<file path="config.mk">
export PLATFORM = sky130hd
export DESIGN_NAME = vga_sprite_timing_gen
export DESIGN_NICKNAME = d
export VERILOG_FILES = /design/src/rtl/vga_sprite_timing_gen.sv
export SDC_FILE = /design/constraint.sdc
export NUM_CORES = 1
export LEC_CHECK = 0
export ABC_AREA = 1
export CAP_MARGIN = 15
export CORE_MARGIN = 2
export CORE_UTILIZATION = 36
export CTS_CLUSTER_DIAMETER = 50
export CTS_CLUSTER_SIZE = 30
export DETAILED_ROUTE_END_ITERATION = 10
export GPL_ROUTABILITY_DRIVEN = 0
export GPL_TIMING_DRIVEN = 1
export HOLD_SLACK_MARGIN = 0.03
export SYNTH_ARGS = -nofsm -noshare
export SYNTH_HDL_FRONTEND = slang
export SYNTH_SLANG_ARGS = --single-unit
</file>
<file path="constraint.sdc">
create_clock -name clk -period 3.1 [get_ports clk]
set_input_delay 0.465 -clock clk [delete_from_list [all_inputs] [get_ports clk]]
set_output_delay 0.465 -clock clk [all_outputs]
set_load 0.02 [all_outputs]
</file>
<file path="src/rtl/vga_sprite_timing_gen.sv">
// VGA raster timing generator with a movable single-colour sprite box.
// Sprite position requests are double-buffered and applied during vertical blanking.
module vga_sprite_timing_gen #(
    parameter int CLK_DIV = 2,
    parameter int H_ACTIVE = 640,
    parameter int H_FP = 16,
    parameter int H_SYNC = 96,
    parameter int H_BP = 48,
    parameter int V_ACTIVE = 480,
    parameter int V_FP = 10,
    parameter int V_SYNC = 2,
    parameter int V_BP = 33,
    parameter logic SYNC_POL = 1'b0,
    parameter int COLOR_W = 4,
    parameter int BOX_W = 8,
    parameter int BOX_H = 8,
    parameter int INIT_X = 560,
    parameter int INIT_Y = 10,
    parameter logic [COLOR_W-1:0] FG_R = '1,
    parameter logic [COLOR_W-1:0] FG_G = '1,
    parameter logic [COLOR_W-1:0] FG_B = '1,
    parameter logic [COLOR_W-1:0] BG_R = '0,
    parameter logic [COLOR_W-1:0] BG_G = '0,
    parameter logic [COLOR_W-1:0] BG_B = '0
) (
    input  logic               clk,
    input  logic               rst,
    input  logic [9:0]         pos_x,
    input  logic [9:0]         pos_y,
    input  logic               pos_valid,
    output logic               pos_ready,
    output logic               vga_h_sync,
    output logic               vga_v_sync,
    output logic               inDisplayArea,
    output logic [COLOR_W-1:0] r,
    output logic [COLOR_W-1:0] g,
    output logic [COLOR_W-1:0] b,
    output logic               frame_start
);

    localparam int H_TOTAL = H_ACTIVE + H_FP + H_SYNC + H_BP;
    localparam int V_TOTAL = V_ACTIVE + V_FP + V_SYNC + V_BP;
    localparam int DIV_W = (CLK_DIV > 1) ? $clog2(CLK_DIV) : 1;
    localparam logic [DIV_W-1:0] DIV_LAST = DIV_W'(CLK_DIV - 1);
    localparam logic [10:0] H_ACT = 11'(H_ACTIVE);
    localparam logic [10:0] HS_BEG = 11'(H_ACTIVE + H_FP);
    localparam logic [10:0] HS_END = 11'(H_ACTIVE + H_FP + H_SYNC);
    localparam logic [10:0] H_LAST = 11'(H_TOTAL - 1);
    localparam logic [10:0] V_ACT = 11'(V_ACTIVE);
    localparam logic [10:0] VS_BEG = 11'(V_ACTIVE + V_FP);
    localparam logic [10:0] VS_END = 11'(V_ACTIVE + V_FP + V_SYNC);
    localparam logic [10:0] V_LAST = 11'(V_TOTAL - 1);
    localparam logic [10:0] BOX_XE = 11'(BOX_W - 1);
    localparam logic [10:0] BOX_YE = 11'(BOX_H - 1);

    logic [DIV_W-1:0] r_div;
    logic [10:0]      r_cx;
    logic [10:0]      r_cy;
    logic [9:0]       r_box_x;
    logic [9:0]       r_box_y;
    logic [9:0]       r_sh_x;
    logic [9:0]       r_sh_y;
    logic             r_pending;

    logic w_tick;
    logic w_in_area;
    logic w_hs_on;
    logic w_vs_on;
    logic w_hit;
    logic w_xfer;
    logic w_apply;
    logic [10:0] w_bx;
    logic [10:0] w_by;

    assign w_tick = (r_div == DIV_LAST);
    assign w_in_area = (r_cx < H_ACT) && (r_cy < V_ACT);
    assign w_hs_on = (r_cx >= HS_BEG) && (r_cx < HS_END);
    assign w_vs_on = (r_cy >= VS_BEG) && (r_cy < VS_END);
    // 11-bit compare so a box near column/line 1023 never wraps to 0
    assign w_bx = {1'b0, r_box_x};
    assign w_by = {1'b0, r_box_y};
    assign w_hit = (r_cx >= w_bx) && (r_cx <= w_bx + BOX_XE) &&
                   (r_cy >= w_by) && (r_cy <= w_by + BOX_YE);
    assign pos_ready = !r_pending;
    assign w_xfer = pos_valid && !r_pending;
    assign w_apply = w_tick && r_pending && (r_cx == '0) && (r_cy == V_ACT);

    // Pixel tick divider
    always_ff @(posedge clk or negedge rst) begin
        if (!rst) begin
            r_div <= '0;
        end else if (w_tick) begin
            r_div <= '0;
        end else begin
            r_div <= r_div + 1'b1;
        end
    end

    // Raster position counters, advanced once per pixel tick
    always_ff @(posedge clk or negedge rst) begin
        if (!rst) begin
            r_cx <= '0;
            r_cy <= '0;
        end else if (w_tick) begin
            if (r_cx == H_LAST) begin
                r_cx <= '0;
                r_cy <= (r_cy == V_LAST) ? '0 : r_cy + 1'b1;
            end else begin
                r_cx <= r_cx + 1'b1;
            end
        end
    end

    // Request shadow and apply-at-vblank so the box never tears mid-frame
    always_ff @(posedge clk or negedge rst) begin
        if (!rst) begin
            r_pending <= 1'b0;
            r_sh_x <= '0;
            r_sh_y <= '0;
            r_box_x <= 10'(INIT_X);
            r_box_y <= 10'(INIT_Y);
        end else if (w_apply) begin
            r_pending <= 1'b0;
            r_box_x <= r_sh_x;
            r_box_y <= r_sh_y;
        end else if (w_xfer) begin
            r_pending <= 1'b1;
            r_sh_x <= pos_x;
            r_sh_y <= pos_y;
        end
    end

    // Registered video outputs from the pre-increment raster position
    always_ff @(posedge clk or negedge rst) begin
        if (!rst) begin
            vga_h_sync <= ~SYNC_POL;
            vga_v_sync <= ~SYNC_POL;
            inDisplayArea <= 1'b0;
            r <= '0;
            g <= '0;
            b <= '0;
            frame_start <= 1'b0;
        end else begin
            frame_start <= w_tick && (r_cx == '0) && (r_cy == '0);
            if (w_tick) begin
                vga_h_sync <= w_hs_on ? SYNC_POL : ~SYNC_POL;
                vga_v_sync <= w_vs_on ? SYNC_POL : ~SYNC_POL;
                inDisplayArea <= w_in_area;
                if (w_in_area) begin
                    r <= w_hit ? FG_R : BG_R;
                    g <= w_hit ? FG_G : BG_G;
                    b <= w_hit ? FG_B : BG_B;
                end else begin
                    r <= '0;
                    g <= '0;
                    b <= '0;
                end
            end
        end
    end

endmodule

</file>
==> summary.md <==
| Metric | Value |
|---|---|
| Status | finished, final reports clean |
| Slowest library cell on the worst path | dfstp_2 |
| Sw Ratio | 19.91% |
| Initial antenna violation count | 0 |
| Avg Synthesized Cell Area | 8.380 um^2 |
| DP Wirelength | about 7.5 mm |
| Core ar. | 12,670 um^2 |
| Fill cell count | 1,275 |
| Final period utilization | 83.00% |
| DR pass1 iterations | 4 |
| Drt via density | roughly 4.7 |
| Post_cts resized | 0 |
| Commonest cells post-synth | 132 x nand2_1, 70 x inv_1, 62 x dfrtp_1, 48 x ha_1, 44 x nand3_1 |
| Psw | 418.0 uW |
| Clock root buffer | clkbuf_16 |
| Largest cells by area after synthesis | dfrtp_1 33%, ha_1 13%, nand2_1 11% |
| Clk_lat worst skew | 330 ps |
| Ys flop type | dfrtp_1 |
| Slew headroom | 43.84% |
| Startpoint types | register |
| Vias in the first global route | about 3,600 |
| Area occupied by multi-input gates | 2487 um^2 |
| Clk slew on worst S/H paths | 60 ps |
| Min Tclk post-route | 2573 ps |
| Remaining global-route overflow | 0 |
| Flops & latches, synth | 69 |
| Area growth from synthesis to layout | 16.80% |
| Slew @ Worst Pin | 842.4 ps |
| Final WL | 9.463 mm |
| H-tree depth | 3 |
| Yosys top cell area share | 33.12% |
| Nets | 664 |
| Largest area contributor in the netlist | dfrtp_1 |
| RSZ-0062 raised after global routing | no |
| Most common cell in the synthesized netlist | nand2_1 |
| Fmax | 0.3887 GHz |
| DRT antenna net count | 0 |
| Starting DRT DRC Count | 162 |
| CTS tree | yes |
| Mapped Nets | 630 |
| Share of total power in combinational logic | 3.5% |
| VDD IR max | 273.9 uV |
| Vias | 3,602 |
| Reg power frac | 45.1% |
| Clk network pwr share | 51.4% |
| Worst Setup End Kind | register |
| Area occupied by registers | about 1700 um^2 |
| Synth Cell Area | between 4000 and 5000 um^2 |
| Unique masters post-synth | 41 |
| Clock tree skew after final layout | 7.648 ps |
| Setup Buffers After CTS | 0 |
| First-pass GRT wire length | ~17 mm |
| Most used cell, CP | nand2_1 |
| Post-Syn Instances | 559 |
| EDFF count, synth | 0 |
| Fraction of registers with async set/reset | 100.0% |
| Rows | 41 |
| Starting Density | 36.97% |
| Gr usage total | 14.81% |
| Synth warn | 0 |
| Die H | 118.1 um |
| Max-slew violations | 0 |
| Critical Path RT | ~3300 ps |
| Worst path cell trace | inv_1, ha_1, a21oi_1, nand4_1, nor2_1, nand2_1, ha_1, nand2_1, nor2_1, and2_1, nand2_1, nand3_1, nand2_1, nand2_1, inv_1, nand2_1, nand2_1 |
| Num ports | 40 |
| Worst-case clock buffer depth | 2 |
| Final Setup Violations | 0 |
| DIE AREA | 13,940 um^2 |
| Largest net degree at the start of global routing | 35 |
| Drc violations | 0 |
| DR WL/cell | ~12 um |
| Hold_buf cts | 0 |
| Pwr dens | around 380 nW/um^2 |
| Lkg Pwr | 0.002643 uW |
| Total internal power | 1682 uW |
| Layout cell share with drive strength beyond 1 | between 10% and 20% |
| CP peak stage delay | 530 ps |
| Post-layout util | ~43% |
| Setup tns final | 0 ps |
| Die extent in x | 118.1 um |
| Crit path max fanout | 3 |
| Final hold violations | 0 |
| Crit path DAT | 2800 ps |
| Critical path class | reg -> reg |
| Part of the Yosys area used for sequential elements | 37.05% |
| Total CTS buffers | 9 |
| Ant. Diodes | 0 |
| Clk sinks | 69 |
| I/O Buffers | 39 |
| Maxcap violations | 0 |
| Hold/Removal Path Class | in -> async |
-- final cells by class --
| class | instances | area share, % |
|---|---|---|
| well taps | 172 | 3.933 |
| clock buffers | 10 | 4.185 |
| multi-input cells | 392 | 45.46 |
| clock inverters | 6 | 1.601 |
| repair buffers | 44 | 7.729 |
| flip-flops and latches | 69 | 31.72 |
| inverters | 77 | 5.374 |
-- cells in the final DEF, fill, tap and decap left out, drive strengths merged, types with 20 or more instances in the layout --
cell type,instances
a21oi,25
clkdlybuf4s50,38
dfrtp,62
ha,48
inv,77
mux2,20
nand2,136
nand3,47
nor2,36
o21ai,20
xor2,21
-- critical path: cells and delay by family (launching register included) --
family	cells	cell delay, ps
AND/OR/NAND/NOR	12	1070
flip-flops	1	530
adder cells (fa/ha/maj)	2	490
AO/OA/AOI/OAI	1	280
buffers and inverters	2	100
-- path summary, 6_finish.rpt --
| kind | startpoint | end | slack, ps | cells past startpoint |
|---|---|---|---|---|
| min in group clk | r_box_x[1]$_DFFE_PN0P_ | r_box_x[1]$_DFFE_PN0P_ | 470 | 2 |
| setup / recovery | r_box_y[1]$_DFFE_PN1P_ | r[2]$_DFFE_PN0P_ | 530 | 17 |
| setup reg to reg | r_box_y[1]$_DFFE_PN1P_ | r[2]$_DFFE_PN0P_ | 530 | 17 |
| hold reg to reg | r_box_x[1]$_DFFE_PN0P_ | r_box_x[1]$_DFFE_PN0P_ | 470 | 2 |
| max in group asynchronous | rst | r_box_x[9]$_DFFE_PN1P_ | 2050 | 2 |
| hold / removal | rst | r_sh_x[2]$_DFFE_PN0P_ | 230 | 1 |
-- cell families after synthesis --
kind of cell             Yosys count  synth area share, %
XOR/XNOR                          23                4.300
multiplexers                      20                4.808
adder cells (fa/ha/maj)           48                12.82
AO/OA/AOI/OAI                     52                5.903
flip-flops                        69                37.05
AND/OR/NAND/NOR                  249                25.27
buffers and inverters             98                9.856
-- stage by stage --
step | setup slack [ps] | total power, uW | hold WS (ps) | instance area (um^2) | cells
6_report | 527.1 | 2100 | 226.6 | 5472 | 770
5_1_grt | 263.3 | 2193 | 286.3 | 5472 | 770
4_1_cts | 554.5 | 2135 | 250.6 | 5472 | 770
3_5_place_dp | 573.4 | 1039 | 466.2 | 5155 | 754
3_3_place_gp | 656.2 | 1035 | 457.0 | 5155 | 754
2_1_floorplan | 796.2 | 984.1 | 169.4 | 4684 | 559
-- state kept, by name, summed over array words and instances (netlist names) --
register and flops:
r 1, vga_h_sync 1, inDisplayArea 1, r_box_x 10
vga_v_sync 1, r_cx 11, r_cy 11, r_div 1
r_box_y 10, r_pending 1, frame_start 1, r_sh_x 10
r_sh_y 10
-- routing by layer --
metal / vias up / part of all wire (%) / global-route usage (%)
met1: 1633 / 49 / 19.69
met2: 77 / 45 / 23.55
li1: 1877 / - / -
met5: - / 0 / 0
met3: 15 / 3.9 / 2.665
met4: 0 / 2.0 / 6.401
-- power groups by stage --
stage	Combinational, uW	Clock [uW]	Sequential (uW)
finish	73.5	1080	947
global placement	73.3	0	961
floorplan	26.1	0	958
detailed placement	76.2	0	963
global route	82.1	1160	951
CTS	75.9	1110	947
Power figures use the tool's default switching activity.
